[src/rtl/ocp_slave_mem.sv]
// Single-outstanding OCP slave in front of a small register memory.
// One request is in flight at a time: a command is taken in IDLE, its write
// beats are absorbed in WDATA or its read beats are returned in RRESP, and
// non-posted writes finish with a single response in WRESP.
//
// state   | meaning
// --------+-----------------------------------------------------------
// IDLE    | ready for a command, s_cmd_accept high
// WDATA   | absorbing write beats, s_data_accept high
// RRESP   | presenting read beats until the last one is accepted
// WRESP   | presenting the single write response until accepted
module ocp_slave_mem #(
    parameter int TAGI_WIDTH = 5,
    parameter int INFO_WIDTH = 4,
    parameter int BLEN_WIDTH = 4,
    parameter int DATA_WIDTH = 32,
    parameter int ADDR_WIDTH = 5
) (
    input  logic                    clk,
    input  logic                    rst,
    input  logic [2:0]              m_cmd,
    input  logic [ADDR_WIDTH-1:0]   m_addr,
    input  logic [BLEN_WIDTH-1:0]   m_burst_length,
    input  logic [2:0]              m_burst_seq,
    input  logic [DATA_WIDTH/8-1:0] m_byteen,
    input  logic [TAGI_WIDTH-1:0]   m_tagid,
    input  logic [INFO_WIDTH-1:0]   m_req_info,
    input  logic [DATA_WIDTH-1:0]   m_data,
    input  logic [DATA_WIDTH/8-1:0] m_data_byteen,
    input  logic                    m_data_last,
    input  logic [TAGI_WIDTH-1:0]   m_data_tagid,
    input  logic                    m_data_valid,
    input  logic                    m_resp_accept,
    output logic                    s_cmd_accept,
    output logic                    s_data_accept,
    output logic [DATA_WIDTH-1:0]   s_data,
    output logic [1:0]              s_resp,
    output logic                    s_resp_last,
    output logic [TAGI_WIDTH-1:0]   s_tagid
);

    localparam int DEPTH    = 2 ** ADDR_WIDTH;
    localparam int NBYTES   = DATA_WIDTH / 8;

    localparam logic [2:0] CMD_IDLE = 3'b000;
    localparam logic [2:0] CMD_WR   = 3'b001;
    localparam logic [2:0] CMD_RD   = 3'b010;
    localparam logic [2:0] CMD_RDEX = 3'b011;
    localparam logic [2:0] CMD_RDL  = 3'b100;

    localparam logic [1:0] RESP_NULL = 2'b00;
    localparam logic [1:0] RESP_DVA  = 2'b01;
    localparam logic [1:0] RESP_ERR  = 2'b11;

    typedef enum logic [1:0] {
        ST_IDLE,
        ST_WDATA,
        ST_RRESP,
        ST_WRESP
    } state_t;

    state_t                  state_q, state_d;
    logic [2:0]              cmd_q, cmd_d;
    logic [ADDR_WIDTH-1:0]   addr_q, addr_d;
    logic [BLEN_WIDTH-1:0]   len_q, len_d;
    logic [BLEN_WIDTH-1:0]   beat_q, beat_d;
    logic [TAGI_WIDTH-1:0]   tag_q, tag_d;
    logic                    seq_err_q, seq_err_d;
    logic                    last_err_q, last_err_d;

    logic [DATA_WIDTH-1:0]   mem_q [DEPTH];

    logic [ADDR_WIDTH-1:0]   cur_addr;
    logic                    is_last;
    logic                    is_read_cmd;
    logic                    mem_we;

    // Request-side qualifiers and write-through data are not needed by this memory.
    logic unused_inputs;
    assign unused_inputs = ^{m_byteen, m_req_info, m_data_tagid};

    // Current beat address wraps naturally in ADDR_WIDTH bits.
    assign cur_addr     = addr_q + ADDR_WIDTH'(beat_q);
    assign is_last      = (beat_q == (len_q - BLEN_WIDTH'(1)));
    assign is_read_cmd  = (m_cmd == CMD_RD) || (m_cmd == CMD_RDEX) || (m_cmd == CMD_RDL);
    assign mem_we       = (state_q == ST_WDATA) && m_data_valid && !seq_err_q;
    assign s_cmd_accept = (state_q == ST_IDLE);

    // Control registers: state, latched request fields and beat counter.
    always_ff @(posedge clk) begin
        if (rst) begin
            state_q    <= ST_IDLE;
            cmd_q      <= CMD_IDLE;
            addr_q     <= '0;
            len_q      <= '0;
            beat_q     <= '0;
            tag_q      <= '0;
            seq_err_q  <= 1'b0;
            last_err_q <= 1'b0;
        end else begin
            state_q    <= state_d;
            cmd_q      <= cmd_d;
            addr_q     <= addr_d;
            len_q      <= len_d;
            beat_q     <= beat_d;
            tag_q      <= tag_d;
            seq_err_q  <= seq_err_d;
            last_err_q <= last_err_d;
        end
    end

    // Memory array: cleared on reset, byte-merged on each accepted write beat.
    always_ff @(posedge clk) begin
        if (rst) begin
            for (int i = 0; i < DEPTH; i++) begin
                mem_q[i] <= '0;
            end
        end else if (mem_we) begin
            for (int b = 0; b < NBYTES; b++) begin
                if (m_data_byteen[b]) begin
                    mem_q[cur_addr][8*b +: 8] <= m_data[8*b +: 8];
                end
            end
        end
    end

    // Next-state logic: command capture, beat counting and error tracking.
    always_comb begin
        state_d    = state_q;
        cmd_d      = cmd_q;
        addr_d     = addr_q;
        len_d      = len_q;
        beat_d     = beat_q;
        tag_d      = tag_q;
        seq_err_d  = seq_err_q;
        last_err_d = last_err_q;
        case (state_q)
            ST_IDLE: begin
                if (m_cmd != CMD_IDLE) begin
                    cmd_d      = m_cmd;
                    addr_d     = m_addr;
                    len_d      = (m_burst_length == '0) ? BLEN_WIDTH'(1) : m_burst_length;
                    tag_d      = m_tagid;
                    seq_err_d  = (m_burst_seq != 3'b000);
                    beat_d     = '0;
                    last_err_d = 1'b0;
                    state_d    = is_read_cmd ? ST_RRESP : ST_WDATA;
                end
            end
            ST_WDATA: begin
                if (m_data_valid) begin
                    beat_d = beat_q + BLEN_WIDTH'(1);
                    if (m_data_last != is_last) begin
                        last_err_d = 1'b1;
                    end
                    if (is_last) begin
                        // Plain WR is posted and never gets a response.
                        state_d = (cmd_q == CMD_WR) ? ST_IDLE : ST_WRESP;
                    end
                end
            end
            ST_RRESP: begin
                if (m_resp_accept) begin
                    beat_d = beat_q + BLEN_WIDTH'(1);
                    if (is_last) begin
                        state_d = ST_IDLE;
                    end
                end
            end
            ST_WRESP: begin
                if (m_resp_accept) begin
                    state_d = ST_IDLE;
                end
            end
            default: state_d = ST_IDLE;
        endcase
    end

    // Response outputs depend only on registered state, so they hold while stalled.
    always_comb begin
        s_data_accept = 1'b0;
        s_resp        = RESP_NULL;
        s_data        = '0;
        s_resp_last   = 1'b0;
        s_tagid       = '0;
        case (state_q)
            ST_WDATA: begin
                s_data_accept = 1'b1;
            end
            ST_RRESP: begin
                s_resp      = seq_err_q ? RESP_ERR : RESP_DVA;
                s_data      = seq_err_q ? '0 : mem_q[cur_addr];
                s_resp_last = is_last;
                s_tagid     = tag_q;
            end
            ST_WRESP: begin
                s_resp      = (seq_err_q || last_err_q) ? RESP_ERR : RESP_DVA;
                s_resp_last = 1'b1;
                s_tagid     = tag_q;
            end
            default: ;
        endcase
    end

endmodule

[config.mk]
export PLATFORM = sky130hd
export DESIGN_NAME = ocp_slave_mem
export DESIGN_NICKNAME = d
export VERILOG_FILES = /design/src/rtl/ocp_slave_mem.sv
export SDC_FILE = /design/constraint.sdc
export NUM_CORES = 2
export LEC_CHECK = 0
export CORE_AREA = 2 2 447 449
export CTS_CLUSTER_DIAMETER = 200
export DETAILED_ROUTE_END_ITERATION = 12
export DIE_AREA = 0 0 449 451
export PLACE_DENSITY = 0.44
export SYNTH_ARGS = -nofsm -noshare
export SYNTH_HDL_FRONTEND = slang
export SYNTH_SLANG_ARGS = --single-unit
[constraint.sdc]
create_clock -name clk -period 3.2 [get_ports clk]
set_input_delay 0.48 -clock clk [delete_from_list [all_inputs] [get_ports clk]]
set_output_delay 0.48 -clock clk [all_outputs]
set_load 0.05 [all_outputs]
# Yosys cells after proc, flatten, opt, wreduce, memory -nomap -nowiden
# Memories as Yosys holds them, arrays and structs flattened.
# Index checks and enable logic that the tools add are counted.
# Widths: inputs -> output; s select.
[word_totals]
register_bits = 25
ram_bits = 1024
input_bits = 74
elab_cells = 93
memories = 1
[memory_table]
columns = ["memory", "depth", "width", "read_ports", "rd_clocked_by_memory_dff", "write_ports", "line", "source"]
rows = [
  ["mem_q", 32, 32, 1, 0, 32, "71", "logic [DATA_WIDTH-1:0] mem_q [DEPTH];"],
]
[classes]
n_addsub = 3
n_eq_ne = 16
n_mux = 47
reduce_logical = 18
[op_table]
columns = ["cell", "n"]
rows = [
  ["$mux 32", 3],
  ["$reduce_or 32->1", 1],
  ["$mux 1", 22],
  ["$mux 2", 10],
  ["$mux 4", 5],
  ["$pmux 4 s3", 1],
  ["$mux 5", 2],
  ["$ne 2x2->1 const B", 5],
  ["$reduce_bool 3->1", 3],
  ["$pmux 2 s4", 1],
  ["$reduce_and 4->1", 2],
  ["$eq 3x2->1 const B", 2],
  ["$reduce_and 6->1", 1],
  ["$add 5x4->5", 1],
  ["$add 4x1->4 const B", 1],
  ["$eq 2x2->1 const B", 2],
  ["$eq 4x4->1", 1],
  ["$logic_not 4->1", 1],
  ["$ne 2x1->1 const B", 2],
  ["$pmux 1 s2", 2],
  ["$pmux 2 s2", 1],
  ["$sub 4x1->4 const B", 1],
  ["$eq 3x1->1 const B", 1],
  ["$eq 3x3->1 const B", 1],
  ["9 further kinds", 12],
]

# Logic depth before layout (Yosys ltp)
[logic_depth]
ltp_word = 8
depth_mapped = 10

# Worst setup path after synthesis
# No wires, ideal clock.
[synth_path]
kind = "reg2out"
startpoint = "reg beat_q[0]"
endpoint = "out s_data[15]"
arrival_time_ns = 3.778
required_ns = 2.720
slack_ns = -1.058
path_stages_with_launch = 9
cell_sequence = "dfxtp_1 > ha_1 > fa_1 > buf_2 > buf_1 > clkbuf_1 > mux4_2 > o22ai_1 > nor4_1"
[synth_via]
elab_chain_cells = 4
[synth_lines]
columns = ["element", "line", "source"]
rows = [
  ["start, declared", "66", "logic [BLEN_WIDTH-1:0] beat_q, beat_d;"],
  ["start signal, assigned", "105", "beat_q <= beat_d;"],
  ["$add 5x4->5", "83", "assign cur_addr = addr_q + ADDR_WIDTH'(beat_q);"],
  ["$mem_v2 32x32", "n/a", ""],
  ["$mux 32", "192", "s_data = seq_err_q ? '0 : mem_q[cur_addr];"],
  ["$mux 32", "186", "case (state_q)"],
  ["end, declared", "36", "output logic [DATA_WIDTH-1:0] s_data,"],
]
# No other way between the ends.

# Worst setup path in the final report
[layout_path]
startpoint = "reg beat_q[0]"
endpoint = "out s_data[29]"
# The elaborated chain is that of the path after synthesis.

==> results.toml <==
[yosys]
syn_area_per_cell_um2 = 14.5
syn-cell-area_mm2 = 0.0492
ys_ff_latch = 1049
synth_ff_type = "edfxtp_1"
ys_async_sr_fraction = 0
yosysUniqueCellTypes = 68
synth_edf_count = 1024
synth_seq_area_share = 0.635
synth.largest_area_cell = "edfxtp_1"
synth_top_area_frac = 0.625
synth.most_common_cell = "edfxtp_1"
syn_nets = 3489
synth_cells = 3403
synth_area_leaders = "edfxtp_1, mux4_2, and3_1, and2_1, clkbuf_1"
ys_warn_count = 0
synth_common_cells = "edfxtp_1, and3_1, and2_1, mux4_2, clkbuf_1"

[power]
power.leakage_uw = 0.0256
seqPwrFrac = 0.336
switching_share = 0.323
p_clk_frac = 0.309
power_frac_comb = 0.355
peakVddDrop_uv = 530
switchingPower_uw = 15200
p_int_uw = 31800
power_density_mw_per_mm2 = 715

[finish]
drive_gt1_frac = 0.358
final_nets = 4017
final_cells = 6693
n_fill_cell = 19400
final_util = 0.331
synthToLayoutAreaGrowth_pct = 33.5

[critical_path]
cp.depth = 11
r2r-start = "beat_q[0]"
cp_cell_sequence = "ha_4 -> fa_4 -> buf_12 -> buf_16 -> buf_12 -> buf_12 -> mux4_2 -> mux2i_2 -> a221o_1 -> a21oi_4 -> buf_6"
r2r-end = "mem_q[4][16]"
worstRegToRegCells = 16
critPathMaxStageDelay_ps = 880
cp_max_fo = 12
critPathRequiredTime_ps = 2720
worstSetupEndpoint = "s_data[29]"
crit_family = "adder cells"
cp_slowest_cell = "fa_4"
setup.worst_path.class = "flip-flop to primary output"
cp-end-kind = "primary output"
r2r_slack_ps = -280
worstPathArrival_ps = 3820
crit_path_frequent_cell = "buf_12"
worstSetupStartpoint = "beat_q[0]"
cp_num_buf_inv = 5
worst_setup_path_start_kind = "flip-flop"

[cts]
cts.sinks = 1049
cts.path.max_buffers = 3
cts_tree = "yes"
clk_pin_slew_ps = 60
cts-buffers-inserted = 131
worstSkewPairLatency_ps = 770
htree_num_levels = 4
root_buffer = "clkbuf_16"

[placed_design]
port_buffers = 102
dp_slack_ps = -641
gp_congestion = 0.790
hpwl_mm = 105
dp.cells = 6344

[die]
start_util = 0.248
ios = 116
fp.dieH_um = 451
num_rows = 164
die-width_um = 449
die_area_mm2 = 0.202
fp.coreArea_mm2 = 0.198

[sta]
worst_slack_ps = -1100
slew_violations = 0
max_freq_mhz = 232
finalCriticalPeriod_ps = 4300
maxSlewHeadroom = 0.358
fin_crit_sh = 1.34
worst_slew_pin_slew_ps = 964
final-setup-viol-count = 1599
worst_clock_skew_ps = 29.4
rsz0062_at_grt = "yes"
whs_ps = 185
finalHoldViolCount = 0
finalSetupTns_ps = -208960

[drt]
drc_errors = 0
via_count = 30800
firstDrtPassIters = 7
wirelength_mm = 161
ant_nets = 0
vias_per_cell = 4.60
drt-initial-drc-count = 2305
drt-wirelength-per-cell_um = 24.1

[global_routing]
track_usage = 0.155
antenna_found_initial = 5
gr-total-overflow = 0
grt_max_degree = 134
grt_pass1_wl_mm = 231
grt_pass1_vias = 31700

[job]
drv_cap = 0

[hold_path]
worstHoldPathType = "input pin to flip-flop"

[run_status]
violations = "negative setup slack"
status = "finished, violations left"
## what timing repair did
action	4_1_cts	5_1_grt
gates cloned	11	15
gates resized for setup	278	310
buffers inserted	39	65
setup endpoints to repair	1289	1105
hold buffers	0	0
pin swaps	55	73
## sequential cells by signal, indices dropped and copies added (netlist names)
| name | count |
|---|---|
| mem_q | 1024 |
| tag_q | 5 |
| beat_q | 4 |
| cmd_q | 3 |
| last_err_q | 1 |
| len_q | 4 |
| seq_err_q | 1 |
| state_q | 2 |
| addr_q | 5 |
## logic make-up after synthesis
logic type	synth area share
compound gates	0.0312
xor+xnor	0.00158
mux	0.124
buf+inv	0.0290
flops	0.635
fa+ha+maj	0.00320
simple gates	0.176
## final cells by class
class / count / area [um^2] / share of cell area
Multi-Input combinational cell: 2009 / 18400 / 0.280
Clock inverter: 73 / 698 / 0.0106
Inverter: 11 / 41.3 / 0.000628
Sequential cell: 1049 / 31300 / 0.476
Timing Repair Buffer: 729 / 8530 / 0.130
Clock buffer: 161 / 3450 / 0.0526
Tap cell: 2656 / 3320 / 0.0506
Antenna cell: 5 / 12.5 / 0.000190
## how the worst min path moves through the flow
stage,start,end,depth (start not counted)
3_3_place_gp,tag_q[2],tag_q[2],2
5_1_grt,rst,cmd_q[0],3
4_1_cts,rst,tag_q[3],3
3_5_place_dp,tag_q[2],tag_q[2],2
2_1_floorplan,tag_q[0],tag_q[0],2
6_report,rst,cmd_q[0],3
## per-stage QoR
stage | power (uW) | instance area [um^2]
finish | 47000 | 65700
global route | 48800 | 65700
CTS | 46800 | 63800
detailed placement | 30500 | 58000
global placement | 30500 | 58000
floorplan | 24100 | 49500
## tightest hold or removal path, delay by kind of cell
kind | cells | cell delay, ps
buffers and inverters | 2 | 320
AND/OR/NAND/NOR | 1 | 120
## power by group through the flow
stage	Clock, uW	Combinational (uW)	Sequential (uW)
after floorplan	0	8100	16000
after global placement	0	14500	16100
after detailed placement	0	14400	16100
after CTS	14900	16200	15800
after global routing	15400	17600	15800
final	14500	16700	15800
## per-layer routing
metal,up-vias,part of all wire,GRT usage
met5,-,0,0
li1,14000,-,-
met3,201,0.041,0.0234
met1,15900,0.44,0.207
met4,0,0.027,0.0470
met2,683,0.49,0.260
## layout by cell type (no fill, tap or decap), drive strengths merged, types with 25 or more instances in the layout
master         synthesis  layout
clkdlybuf4s50          0      61
edfxtp              1024    1024
clkinv                 0      57
and2                 517     517
or2                   65      65
mux4                 256     256
o21ai                 29      29
a21o                  67      67
and3                 532     532
nor2                 115     115
clkbuf               255     176
dfxtp                 25      25
nor3                  45      45
a21oi                 42      42
nand2                154     154
buf                   79     646
Note: power is estimated with default switching activity, not from simulation.
